[config.mk]
export PLATFORM = sky130hd
export DESIGN_NAME = clusterv_flash_ctrl_flat
export DESIGN_NICKNAME = d
export VERILOG_FILES = /design/src/rtl/clusterv_flash_pkg.sv /design/src/rtl/clusterv_flash_if.sv /design/src/rtl/clusterv_flash_arb.sv /design/src/rtl/clusterv_flash_ctrl.sv /design/src/flat_wrapper.sv
export SDC_FILE = /design/constraint.sdc
export NUM_CORES = 1
export LEC_CHECK = 0
export ABC_AREA = 1
export CORE_MARGIN = 10
export CORE_UTILIZATION = 52
export CTS_BUF_LIST = sky130_fd_sc_hd__clkbuf_16
export DETAILED_ROUTE_END_ITERATION = 8
export PLACE_DENSITY = 0.95
export SYNTH_ARGS = -nofsm -noshare
export SYNTH_HDL_FRONTEND = slang
export SYNTH_SLANG_ARGS = --single-unit
export TNS_END_PERCENT = 10
[constraint.sdc]
create_clock -name clock -period 2.95 [get_ports clock]
set_input_delay 0.59 -clock clock [delete_from_list [all_inputs] [get_ports clock]]
set_output_delay 0.59 -clock clock [all_outputs]
set_load 0.02 [all_outputs]
[src/rtl/clusterv_flash_pkg.sv]
// Shared types and constants for the clusterv SPI flash read controller.
package clusterv_flash_pkg;

  typedef enum logic [2:0] {
    IDLE,
    CMD,
    ADDR,
    DUMMY,
    DATA,
    ACK,
    GAP
  } flash_state_e;

  localparam logic [7:0] FLASH_CMD_READ      = 8'h03;
  localparam logic [7:0] FLASH_CMD_FAST_READ = 8'h0B;

  localparam logic [6:0] CMD_BITS   = 7'd8;
  localparam logic [6:0] ADDR_BITS  = 7'd24;
  localparam logic [6:0] DUMMY_BITS = 7'd8;
  localparam logic [6:0] DATA_BITS  = 7'd32;

  // Flash streams byte 0 first; the Wishbone word is little-endian.
  function automatic logic [31:0] bswap32(input logic [31:0] w);
    return {w[7:0], w[15:8], w[23:16], w[31:24]};
  endfunction

endpackage

[src/rtl/clusterv_flash_if.sv]
// Wishbone classic single-word port between one initiator and the flash controller.
interface clusterv_flash_if;
  logic [31:0] adr;
  logic        cyc;
  logic        stb;
  logic        we;
  logic [3:0]  sel;
  logic [31:0] dat_r;
  logic        ack;
  logic        err;

  modport master (output adr, cyc, stb, we, sel, input dat_r, ack, err);
  modport slave  (input adr, cyc, stb, we, sel, output dat_r, ack, err);
endinterface

[src/rtl/clusterv_flash_arb.sv]
// Two-way round-robin arbiter; gnt is combinational, last_grant is updated on every grant.
module clusterv_flash_arb (
  input  logic       clock,
  input  logic       reset,
  input  logic [1:0] req,
  input  logic       enable,
  output logic [1:0] gnt,
  output logic       last_grant
);

  always_comb begin
    gnt = 2'b00;
    if (enable) begin
      if (req == 2'b11) gnt = last_grant ? 2'b01 : 2'b10;
      else              gnt = req;
    end
  end

  // Reset to 1 so initiator 0 wins the first contended grant.
  always_ff @(posedge clock) begin
    if (reset)     last_grant <= 1'b1;
    else if (|gnt) last_grant <= gnt[1];
  end

endmodule

[src/rtl/clusterv_flash_ctrl.sv]
// Shares one SPI flash between two Wishbone read initiators; one SPI READ per word, ack at 1+64*2*CLK_DIV
// (1+72*2*CLK_DIV with CLUSTERV_FLASH_FAST_READ_EN); the losing initiator holds stb until served.
module clusterv_flash_ctrl
  import clusterv_flash_pkg::*;
#(
  parameter int FLASH_AW = 24,
  parameter int CLK_DIV  = 1
) (
  input  logic              clock,
  input  logic              reset,
  clusterv_flash_if.slave   i0,
  clusterv_flash_if.slave   i1,
  output logic              flash_sck,
  output logic              flash_csn,
  output logic              flash_sdo,
  input  logic              flash_sdi
);

`ifdef CLUSTERV_FLASH_FAST_READ_EN
  localparam logic [7:0] READ_CMD = FLASH_CMD_FAST_READ;
`else
  localparam logic [7:0] READ_CMD = FLASH_CMD_READ;
`endif
  localparam logic [4:0] DIV_LAST = 5'(CLK_DIV - 1);
  localparam logic [4:0] GAP_LAST = 5'(2 * CLK_DIV - 1);

  flash_state_e  state;
  flash_state_e  next_phase;
  logic [6:0]    phase_last;
  logic [4:0]    div_cnt;
  logic [6:0]    bit_cnt;
  logic [31:0]   tx_q;
  logic [31:0]   rx_q;
  logic [31:0]   dat_q;
  logic          gnt_port;
  logic          ack0_q, ack1_q, err0_q, err1_q;
  logic          sck_q, csn_q, sdo_q;

  logic [1:0]          req;
  logic [1:0]          gnt;
  logic                last_grant;
  logic                gnt_we;
  logic [FLASH_AW-1:2] gnt_adr;
  logic                cur_req;
  logic                unused_bits;

  assign req     = {i1.cyc & i1.stb, i0.cyc & i0.stb};
  assign gnt_we  = gnt[1] ? i1.we : i0.we;
  assign gnt_adr = gnt[1] ? i1.adr[FLASH_AW-1:2] : i0.adr[FLASH_AW-1:2];
  assign cur_req = gnt_port ? req[1] : req[0];
  assign unused_bits = ^{i0.sel, i1.sel, i0.adr[31:FLASH_AW], i0.adr[1:0],
                         i1.adr[31:FLASH_AW], i1.adr[1:0], last_grant};

  clusterv_flash_arb u_arb (
    .clock      (clock),
    .reset      (reset),
    .req        (req),
    .enable     (state == IDLE),
    .gnt        (gnt),
    .last_grant (last_grant)
  );

  always_comb begin
    phase_last = 7'd0;
    next_phase = IDLE;
    case (state)
      CMD:   begin phase_last = CMD_BITS - 7'd1;   next_phase = ADDR; end
`ifdef CLUSTERV_FLASH_FAST_READ_EN
      ADDR:  begin phase_last = ADDR_BITS - 7'd1;  next_phase = DUMMY; end
`else
      ADDR:  begin phase_last = ADDR_BITS - 7'd1;  next_phase = DATA; end
`endif
      DUMMY: begin phase_last = DUMMY_BITS - 7'd1; next_phase = DATA; end
      DATA:  begin phase_last = DATA_BITS - 7'd1;  next_phase = ACK; end
      default: ;
    endcase
  end

  always_ff @(posedge clock) begin
    if (reset) begin
      state    <= IDLE;
      div_cnt  <= 5'd0;
      bit_cnt  <= 7'd0;
      tx_q     <= 32'd0;
      rx_q     <= 32'd0;
      dat_q    <= 32'd0;
      gnt_port <= 1'b0;
      ack0_q   <= 1'b0;
      ack1_q   <= 1'b0;
      err0_q   <= 1'b0;
      err1_q   <= 1'b0;
      sck_q    <= 1'b0;
      csn_q    <= 1'b1;
      sdo_q    <= 1'b0;
    end else begin
      ack0_q <= 1'b0;
      ack1_q <= 1'b0;
      err0_q <= 1'b0;
      err1_q <= 1'b0;
      case (state)
        IDLE: begin
          if (|gnt) begin
            gnt_port <= gnt[1];
            div_cnt  <= 5'd0;
            bit_cnt  <= 7'd0;
            if (gnt_we) begin
              err0_q <= gnt[0];
              err1_q <= gnt[1];
              state  <= GAP;
            end else begin
              csn_q <= 1'b0;
              tx_q  <= {READ_CMD, gnt_adr, 2'b00};
              sdo_q <= READ_CMD[7];
              state <= CMD;
            end
          end
        end
        CMD, ADDR, DUMMY, DATA: begin
          if (div_cnt == DIV_LAST) begin
            div_cnt <= 5'd0;
            if (!sck_q) begin
              sck_q <= 1'b1;
              if (state == DATA) rx_q <= {rx_q[30:0], flash_sdi};
            end else begin
              // Falling edge closes the bit; sdo moves on while sck is low.
              sck_q <= 1'b0;
              tx_q  <= {tx_q[30:0], 1'b0};
              if (bit_cnt == phase_last) begin
                bit_cnt <= 7'd0;
                state   <= next_phase;
                sdo_q   <= (state == CMD) ? tx_q[30] : 1'b0;
                if (state == DATA) begin
                  csn_q <= 1'b1;
                  if (cur_req) begin
                    dat_q  <= bswap32(rx_q);
                    ack0_q <= !gnt_port;
                    ack1_q <= gnt_port;
                  end
                end
              end else begin
                bit_cnt <= bit_cnt + 7'd1;
                sdo_q   <= (state == CMD || state == ADDR) ? tx_q[30] : 1'b0;
              end
            end
          end else begin
            div_cnt <= div_cnt + 5'd1;
          end
        end
        ACK: begin
          div_cnt <= 5'd0;
          state   <= GAP;
        end
        GAP: begin
          if (div_cnt == GAP_LAST) begin
            div_cnt <= 5'd0;
            state   <= IDLE;
          end else begin
            div_cnt <= div_cnt + 5'd1;
          end
        end
        default: state <= IDLE;
      endcase
    end
  end

  assign i0.ack   = ack0_q;
  assign i1.ack   = ack1_q;
  assign i0.err   = err0_q;
  assign i1.err   = err1_q;
  assign i0.dat_r = dat_q;
  assign i1.dat_r = dat_q;
  assign flash_sck = sck_q;
  assign flash_csn = csn_q;
  assign flash_sdo = sdo_q;

endmodule

[src/flat_wrapper.sv]
// flat-port wrapper written by rule: the top's interface ports become plain ports
module clusterv_flash_ctrl_flat import clusterv_flash_pkg::*;
#(
  parameter int FLASH_AW = 24,
  parameter int CLK_DIV  = 1
)
  (clock, reset, flash_sck, flash_csn, flash_sdo, flash_sdi, i0_adr, i0_cyc, i0_stb, i0_we, i0_sel, i0_dat_r, i0_ack, i0_err, i1_adr, i1_cyc, i1_stb, i1_we, i1_sel, i1_dat_r, i1_ack, i1_err);
  clusterv_flash_if i0_i ();
  clusterv_flash_if i1_i ();
  input  logic clock;
  input  logic reset;
  output logic flash_sck;
  output logic flash_csn;
  output logic flash_sdo;
  input  logic flash_sdi;
  input wire logic [$bits(i0_i.adr)-1:0] i0_adr;
  input wire logic [$bits(i0_i.cyc)-1:0] i0_cyc;
  input wire logic [$bits(i0_i.stb)-1:0] i0_stb;
  input wire logic [$bits(i0_i.we)-1:0] i0_we;
  input wire logic [$bits(i0_i.sel)-1:0] i0_sel;
  output wire logic [$bits(i0_i.dat_r)-1:0] i0_dat_r;
  output wire logic [$bits(i0_i.ack)-1:0] i0_ack;
  output wire logic [$bits(i0_i.err)-1:0] i0_err;
  input wire logic [$bits(i1_i.adr)-1:0] i1_adr;
  input wire logic [$bits(i1_i.cyc)-1:0] i1_cyc;
  input wire logic [$bits(i1_i.stb)-1:0] i1_stb;
  input wire logic [$bits(i1_i.we)-1:0] i1_we;
  input wire logic [$bits(i1_i.sel)-1:0] i1_sel;
  output wire logic [$bits(i1_i.dat_r)-1:0] i1_dat_r;
  output wire logic [$bits(i1_i.ack)-1:0] i1_ack;
  output wire logic [$bits(i1_i.err)-1:0] i1_err;
  assign i0_i.adr = i0_adr;
  assign i0_i.cyc = i0_cyc;
  assign i0_i.stb = i0_stb;
  assign i0_i.we = i0_we;
  assign i0_i.sel = i0_sel;
  assign i0_dat_r = i0_i.dat_r;
  assign i0_ack = i0_i.ack;
  assign i0_err = i0_i.err;
  assign i1_i.adr = i1_adr;
  assign i1_i.cyc = i1_cyc;
  assign i1_i.stb = i1_stb;
  assign i1_i.we = i1_we;
  assign i1_i.sel = i1_sel;
  assign i1_dat_r = i1_i.dat_r;
  assign i1_ack = i1_i.ack;
  assign i1_err = i1_i.err;
  clusterv_flash_ctrl #(.FLASH_AW(FLASH_AW), .CLK_DIV(CLK_DIV)) u_core (.clock(clock), .reset(reset), .i0(i0_i), .i1(i1_i), .flash_sck(flash_sck), .flash_csn(flash_csn), .flash_sdo(flash_sdo), .flash_sdi(flash_sdi));
endmodule
# == After elaboration in Yosys (flattened, before gate mapping) ==
# Index checks and enable logic that the tools add are counted.
# word_totals
ff_bits,119
latchBits,0
ramBits,0
mem_bits_ro,0
in_bits,81
output_inout_bits,71
wordCells,108
n_memories,0
# classes
add_sub_neg,2
multipliers,0
div,0
order_cmp,0
n_eq_ne,16
shift,0
n_mux,43
n_bitwise,11
reduce_logical,21
# ops
cell,count
2-to-1 mux 31 bit,4
one-hot mux 31 bit (2 select lines),1
2-to-1 mux 7 bit,4
2-to-1 mux 22 bit,1
one-hot mux 5 bit (4 select lines),1
2-to-1 mux 3 bit,6
2-to-1 mux 5 bit,3
one-hot mux 5 bit (3 select lines),1
2-to-1 mux 1 bit,14
one-hot mux 7 bit (2 select lines),1
inequality test 2 x 1 -> 1 bit (second input constant),6
one-hot mux 3 bit (4 select lines),1
AND reduction 5 bit,2
equality test 3 bit (second input constant),3
NOT 1 bit,9
one-hot mux 3 bit (3 select lines),1
AND reduction 4 bit,2
OR reduction 4 bit,2
adder 7 x 1 -> 7 bit (second input constant),1
equality test 7 x 5 -> 1 bit,1
AND reduction 7 bit,1
OR reduction 7 bit,1
equality test 3 x 2 -> 1 bit (second input constant),2
2-to-1 mux 2 bit,3
other kinds (16),22

# == Depth between registers and ports, before layout ==
# Gate-level depths: netlist of the first run.
# logic_depth
depth_word,8
ltp_mapped,14
depth_no_buf,13

# == Hierarchy ==
# A second synthesis of the first run with hierarchy kept.
# hier_totals
cells_unflattened,814
hier_area_um2,5460.2
# modules_own_cells
mod,instances,cells_each,area_per_inst_um2,seq_area_each_um2
clusterv_flash_ctrl,1,802,5388.9,2322.2
clusterv_flash_arb,1,12,71.3,20.0

# == Worst setup path after synthesis of the first run ==
# No wires, ideal clock.
# synth_timing
kind,input -> register
from,input i1_cyc
to,register u_core.tx_q[23]
setup_ps,116
arrival_ps,1624
slack_ps,1211
stages,10
n_path_buf,1
path_cell_list,nand2_1 > o21ai_0 > nand3_1 > inv_1 > nor2_4 > nand2_2 > inv_2 > buf_6 > o21ai_0 > nor2_1
# synth_between
elab_chain_len,8
elab_cells_between_ends,13
# synth_rtl
element,line_no,rtl
"start, declared",flat_wrapper.sv:25,input wire logic [$bits(i1_i.cyc)-1:0] i1_cyc;
AND 1 bit *,clusterv_flash_ctrl.sv:47,"assign req = {i1.cyc & i1.stb, i0.cyc & i0.stb};"
equality test 2 bit,clusterv_flash_arb.sv:14,if (req == 2'b11) gnt = last_grant ? 2'b01 : 2'b10;
2-to-1 mux 2 bit *,clusterv_flash_arb.sv:14,
2-to-1 mux 2 bit *,clusterv_flash_arb.sv:13,if (enable) begin
2-to-1 mux 22 bit,clusterv_flash_ctrl.sv:49,assign gnt_adr = gnt[1] ? i1.adr[FLASH_AW-1:2] : i0.adr[FLASH_AW-1:2];
2-to-1 mux 31 bit,clusterv_flash_ctrl.sv:106,if (gnt_we) begin
2-to-1 mux 31 bit,clusterv_flash_ctrl.sv:102,if (|gnt) begin
one-hot mux 31 bit (2 select lines),clusterv_flash_ctrl.sv:100,case (state)
"end signal, assigned",clusterv_flash_ctrl.sv:112,"tx_q <= {READ_CMD, gnt_adr, 2'b00};"
"end signal, assigned",clusterv_flash_ctrl.sv:127,"tx_q <= {tx_q[30:0], 1'b0};"
"end, declared",clusterv_flash_ctrl.sv:32,logic [31:0] tx_q;
# Mark *: on every way between the ends. The rest lies on a longest branch, timed or not. The select of a mux whose other input is x is not followed.
# A chain may end at the register's enable or synchronous reset.

# == Worst setup path after layout of the first run ==
# layout_timing
from,register u_core.state[1]
to,register u_core.tx_q[26]
# layout_between
elab_chain_len,5
elab_cells_between_ends,16
# layout_rtl
element,line_no,rtl
"start, declared",clusterv_flash_ctrl.sv:27,flash_state_e state;
"start signal, assigned",clusterv_flash_ctrl.sv:130,state <= next_phase;
zero test 3 bit,"clusterv_flash_ctrl.sv:58, clusterv_flash_ctrl.sv:100",
2-to-1 mux 2 bit,clusterv_flash_arb.sv:13,
2-to-1 mux 1 bit / OR reduction 2 bit (equally long branches),"clusterv_flash_ctrl.sv:48, clusterv_flash_ctrl.sv:102",
inequality test 2 bit (no source line) / inequality test 2 x 1 -> 1 bit (equally long branches),-,
AND reduction 5 bit (no source line),-,
# Several ways; a longest one is shown, not always the timed one.

==> results of run 1 <==
[sequential cells by signal, summed over array words and instances, names as in the netlist]
name                     count
u_core.i0.dat_r             32
u_core.rx_q                 32
u_core.tx_q                 29
u_core.bit_cnt               7
u_core.div_cnt               5
u_core.state                 3
u_core.flash_csn             1
u_core.flash_sck             1
u_core.flash_sdo             1
u_core.gnt_port              1
u_core.i0.ack                1
u_core.i0.err                1
u_core.i1.ack                1
u_core.i1.err                1
u_core.u_arb.last_grant      1
[cell type report]
cell class / count / area share
timing repair buffer: 133 / 0.184
inverter: 85 / 0.0444
clock buffer: 17 / 0.0592
multi-input combinational: 546 / 0.336
clock inverter: 15 / 0.0270
tap: 136 / 0.0237
sequential: 117 / 0.326
[path summary, 6_finish.rpt]
path                    from                to  depth (start not counted)
max          u_core.state[1]   u_core.tx_q[26]                         12
min          u_core.tx_q[30]  u_core.flash_sdo                          2
max reg2reg  u_core.state[1]   u_core.tx_q[26]                         12
min reg2reg  u_core.tx_q[30]  u_core.flash_sdo                          2
[cell usage in the layout (no fill, tap or decap), types with 7 or more instances in the layout]
cell type / instances
a21oi_1: 40
dfxtp_1: 117
clkdlybuf4s50_1: 123
nor3_1: 7
nand2_1: 165
nor2_1: 188
inv_1: 79
buf_4: 9
nand3_1: 26
o21ai_0: 61
clkbuf_16: 17
o21ai_1: 22
[routing by layer]
layer | routed length, um | part of all wire
met5 | 0 | 0
met4 | 528 | 0.035
met3 | 1050 | 0.070
met2 | 7270 | 0.49
met1 | 6120 | 0.41
[kinds of logic (layout without fill, tap and decap cells)]
family,Yosys count,in the layout,synth area share
simple gates,406,406,0.298
compound gates,130,130,0.121
buf+inv,157,250,0.137
xor+xnor,6,6,0.00955
flops,117,117,0.425
fa+ha+maj,4,4,0.00909
[worst reg2reg max path: stages (launching register included)]
cell and delay [ps]:
dfxtp_1 460, inv_2 90, nand2_1 100, nand2_2 100, nand2_4 120, inv_2 180, nand2_2 150, nand2_2 90
nor2_4 160, nand2_2 100, inv_2 400, nand3_1 210, a21oi_1 220
[power groups by stage]
stage               Combinational, mW  Sequential [mW]  Clock, mW
finish                           1.83             2.02       2.16
global route                     2.05             2.05       2.25
CTS                              1.82             2.02       2.16
detailed placement               1.74             2.04          0
global placement                 1.69             2.03          0
floorplan                        1.35             2.03          0
[stage by stage]
| step | instances | power [mW] | hold slack, ps |
|---|---|---|---|
| 6_report | 1049 | 6.01 | 474 |
| 3_3_place_gp | 1017 | 3.72 | 446 |
| 4_1_cts | 1049 | 5.99 | 470 |
| 5_1_grt | 1049 | 6.36 | 492 |
| 2_1_floorplan | 820 | 3.38 | 426 |
| 3_5_place_dp | 1017 | 3.78 | 457 |
==> results.txt, run 1 <==
status: completed
Num CTS Buffers: 17
TritonCTS clock tree: done
worst setup path class: reg2reg
pre-CTS WS: 344 ps
WL final: 15000 um
CP startpoint kind: register
syn avg cell area: 6.71 um2
share of the synthesized area in the top cell type: 0.425
Worst Max-Slew Pin Slew: 648 ps
Pint: 3.81 mW
Leakage Power: 3.26 nW
DRT iter0 DRCs: 430
met1 GRT Util: 0.225
Clock Latency Late Sink: 420 ps
worst reg2reg setup slack: 500 ps
fillers: 743
Yosys Warn Count: 0
unrepaired setup endpoints after global routing: no
max-cap violations: 0
first-pass GRT wire length: 24100 um
DP Area: 6560 um2
synthesized netlist cell count: 820
antenna violations before repair: 0
DRC: 0
average wire per standard cell: 14.3 um
Main synth FF type: dfxtp_1
Fin. Hold Viols: 0
synth top area cells: dfxtp_1 (43%), nor2_1 (13%), nand2_1 (11%)
Yosys reg bits: 117
layout cells sized above 1: 0.0679
Final Cycle Share: 0.832
Die ar.: 15100 um2
post-route setup slack: 495 ps
CTS Sinks: 117
die width: 123 um
CP top delay family: simple AND/OR/NAND/NOR gates
Final Skew: 11.0 ps
area leader, netlist: dfxtp_1
post-cts hold buffer count: 0
Sum Neg Setup Slack: 0 ps
Slew headroom: 0.568
cell area after layout: 7180 um2
combinational power share: 0.305
post-CTS sizing: 0
Via Count: 5314
FP Rows: 37
die height: 123 um
crit path time final: 2450 ps
Hold Crit Class: reg2reg
CP Max Fanout: 31
Pwr Density: 837 nW/um2
Max IR drop VDD: 0.534 mV
Max clock buf depth: 2
critical path cell sequence: inv_2 -> nand2_1 -> nand2_2 -> nand2_4 -> inv_2 -> nand2_2 -> nand2_2 -> nor2_4 -> nand2_2 -> inv_2 -> nand3_1 -> a21oi_1
port bufs: 123
root buf cell: clkbuf_16
switching power: 2.20 mW
CP max-delay cell: dfxtp_1
Final setup viols: 0
most common cell in the synthesized netlist: nor2_1
GR Layer Usage met2: 0.329
Ant. Diodes: 0
GRT busiest layer: met2
dpl hpwl: 9340 um
1st-pass router iterations: 8
Setup Buffers After CTS: 0
Worst EP arrival: 2790 ps
RePlAce Congestion: 0.899
gr usage total: 0.196
Distinct cells, synth: 32
sequential cell area fraction in the yosys report: 0.425
register area: 2340 um2
top cells by count, synth: nor2_1 (188), nand2_1 (165), dfxtp_1 (117)
Initial Util: 0.533
I/O pin cnt: 152
Reg clk slew, reported paths: 60 ps
critical path endpoint category: register
largest net degree at the start of global routing: 67
remaining global-route overflow: 0
H-tree depth: 4
met3 Use GR: 0.0574
Slew Viols, Final: 0
Async SR Flop Fraction: 0
fmax: 407 MHz
area of the multi-input gates: 2410 um2
Clock power frac: 0.359
syn nets: 905
post-route ant nets: 0
Sequential Power Share: 0.336
DR vias/cell: 5.07
crit-path most repeated cell: nand2_2
NumNets Final: 985
Switching Share: 0.366
CORE AREA: 10300 um2
CP required: 3280 ps
Core Util, Final: 0.696
Layout Area Growth over Synthesis: 30.4%
vias in the first global route: 5160
crit path buf inv count: 3
number of synthesized flops with an enable pin: 0
Syn Std Cell Area: 5510 um2
max incr delay on CP: 460 ps
(Power assumes the default switching activity.)
==> run 2: changes to the inputs <==
Settings changed: CORE_UTILIZATION 52 to 44, PLACE_DENSITY 0.95 to 0.86.
Clock period 2.95 ns to 2.1 ns, I/O delays scaled along.
==> run 2 against run 1 <==
Net effect: clock power rose by 25%; die area rose by 15%; routed wire length fell by 9.9%; worst setup slack got worse by 290 ps; first-iteration DRC count fell by 2.8%; combinational power rose by 49%; worst hold slack got worse by 8.0 ps; count of clock-buffer cells in the layout did not move; critical endpoint is now u_core.tx_q[29].
==> results.txt, run 2 (synthesis results as in run 1) <==
fmax: 528 MHz (was 407 MHz)
RR Endpoint: u_core.tx_q[29] (was u_core.tx_q[26])
layout cells sized above 1: 0.0810 (was 0.0679)
max-cap violations: 0 (unchanged)
DP Area: 6750 um2 (was 6560 um2)
Ant. Diodes: 0 (unchanged)
CP Max Fanout: 18 (was 31)
I/O pin cnt: 152 (unchanged)
1st-pass router iterations: 5 (was 8)
critical path endpoint category: register (unchanged)
Cells on Worst Hold Path: 2 (unchanged)
Final Cycle Share: 0.902 (was 0.832)
post-CTS sizing: 0 (unchanged)
DRT iter0 DRCs: 418 (was 430)
cell area after layout: 7320 um2 (was 7180 um2)
average wire per standard cell: 12.3 um (was 14.3 um)
crit path time final: 1890 ps (was 2450 ps)
Max IR drop VDD: 0.562 mV (was 0.534 mV)
vias in the first global route: 4827 (was 5160)
CORE AREA: 12100 um2 (was 10300 um2)
Die ar.: 17400 um2 (was 15100 um2)
Leakage Power: 3.32 nW (was 3.26 nW)
root buf cell: clkbuf_16 (unchanged)
remaining global-route overflow: 0 (unchanged)
Fin. Hold Viols: 0 (unchanged)
Slew headroom: 0.736 (was 0.568)
CP endpoint: u_core.tx_q[29] (was u_core.tx_q[26])
Reg clk slew, reported paths: 60 ps (about the same)
Core Util, Final: 0.604 (was 0.696)
Worst R2R Start: u_core.state[0] (was u_core.state[1])
post-route ant nets: 0 (unchanged)
NumNets Final: 998 (was 985)
port bufs: 123 (unchanged)
Layout Area Growth over Synthesis: 32.9% (was 30.4%)
TritonCTS clock tree: done (unchanged)
Clock Latency Late Sink: 410 ps (was 420 ps)
commonest non-fill, non-tap cell in the layout: nor2_1 (unchanged)
Worst R2R Path Depth: 10 (was 12)
CP Launch Point: u_core.state[0] (was u_core.state[1])
die height: 132 um (was 123 um)
Worst EP arrival: 2220 ps (was 2790 ps)
first-pass GRT wire length: 22800 um (was 24100 um)
Hold Crit Class: reg2reg (unchanged)
largest net degree at the start of global routing: 67 (unchanged)
RePlAce Congestion: 0.863 (was 0.899)
CTS Sinks: 117 (unchanged)
gr usage total: 0.153 (was 0.196)
CP startpoint kind: register (unchanged)
commonest cells after routing, fill and taps aside: nor2_1 (188), nand2_1 (165), clkdlybuf4s50_1 (123) (unchanged)
Setup Buffers After CTS: 0 (unchanged)
Worst Max-Slew Pin Slew: 392 ps (was 648 ps)
Via Count: 5159 (was 5314)
Max clock buf depth: 2 (unchanged)
Num CTS Buffers: 17 (unchanged)
dpl hpwl: 9250 um (was 9340 um)
DRC: 0 (unchanged)
worst reg2reg setup slack: 210 ps (was 500 ps)
antenna violations before repair: 0 (unchanged)
Final setup viols: 0 (unchanged)
Final Skew: 10.2 ps (was 11.0 ps)
die width: 132 um (was 123 um)
Pwr Density: 1130 nW/um2 (was 837 nW/um2)
post-cts hold buffer count: 0 (unchanged)
unrepaired setup endpoints after global routing: no (unchanged)
Tot Pwr: 8.25 mW (was 6.01 mW)
CP required: 2430 ps (was 3280 ps)
hold path start: u_core.tx_q[2] (was u_core.tx_q[30])
WL final: 13500 um (was 15000 um)
Initial Util: 0.455 (was 0.533)
DR vias/cell: 4.72 (was 5.07)
Slew Viols, Final: 0 (unchanged)
Sum Neg Setup Slack: 0 ps (unchanged)
worst setup path class: reg2reg (unchanged)
H-tree depth: 4 (unchanged)
status: completed (unchanged)
FP Rows: 40 (was 37)
==> run 2: changes by cell type in the layout (fill, tap and decap cells not counted), sizes merged <==
cell,previous run,this run
buf,10,23
bufinv,3,0
clkinv,3,4
clkinvlp,2,3
inv,92,93
==> run 2: final cells by class <==
cell class                 count  area, um2
clock buffer                  17        425
clock inverter                15        141
fill                        1053       4800
inverter                      85        319
multi-input combinational    546       2410
sequential                   117       2340
tap                          168        210
timing repair buffer         146       1470
==> run 2: how the worst min path moves through the flow <==
stage	endpoint	slack [ps]
after global routing	u_core.tx_q[2]	490
after floorplan	u_core.i0.ack	430
after global placement	u_core.flash_sdo	450
after CTS	u_core.tx_q[24]	470
after detailed placement	u_core.i0.ack	460
final	u_core.tx_q[2]	470
==> run 2: where the power goes <==
group / leakage, nW / switching, mW / internal (mW) / total, mW
logic: 2.10 / 1.66 / 1.07 / 2.72
registers: 0.950 / 0.237 / 2.58 / 2.82
clock network: 0.271 / 1.15 / 1.56 / 2.71
==> run 2: per-stage QoR <==
step                      hold WS (ps)  cells  setup slack (ps)
final                              466   1094               205
after CTS                          469   1094               214
after global routing               489   1094             0.508
after floorplan                    426    820               495
after global placement             452   1062             -55.7
after detailed placement           456   1062             -70.4
==> run 2: per-layer routing <==
layer / routed length, um / track usage
met1: 6480 / 0.191
met2: 6220 / 0.247
met3: 601 / 0.0438
met4: 183 / 0.0513
met5: 0 / 0
==> run 2: worst max-delay path, cell delays in order (launching register included) <==
cell and delay [ps]:
dfxtp_1 360, nor2_2 260, nand2_4 130, nor2_4 130, nand2_1 110, nand2_1 120
nand3_2 90, nand2_2 110, buf_4 230, nand2_1 90, a21oi_1 170
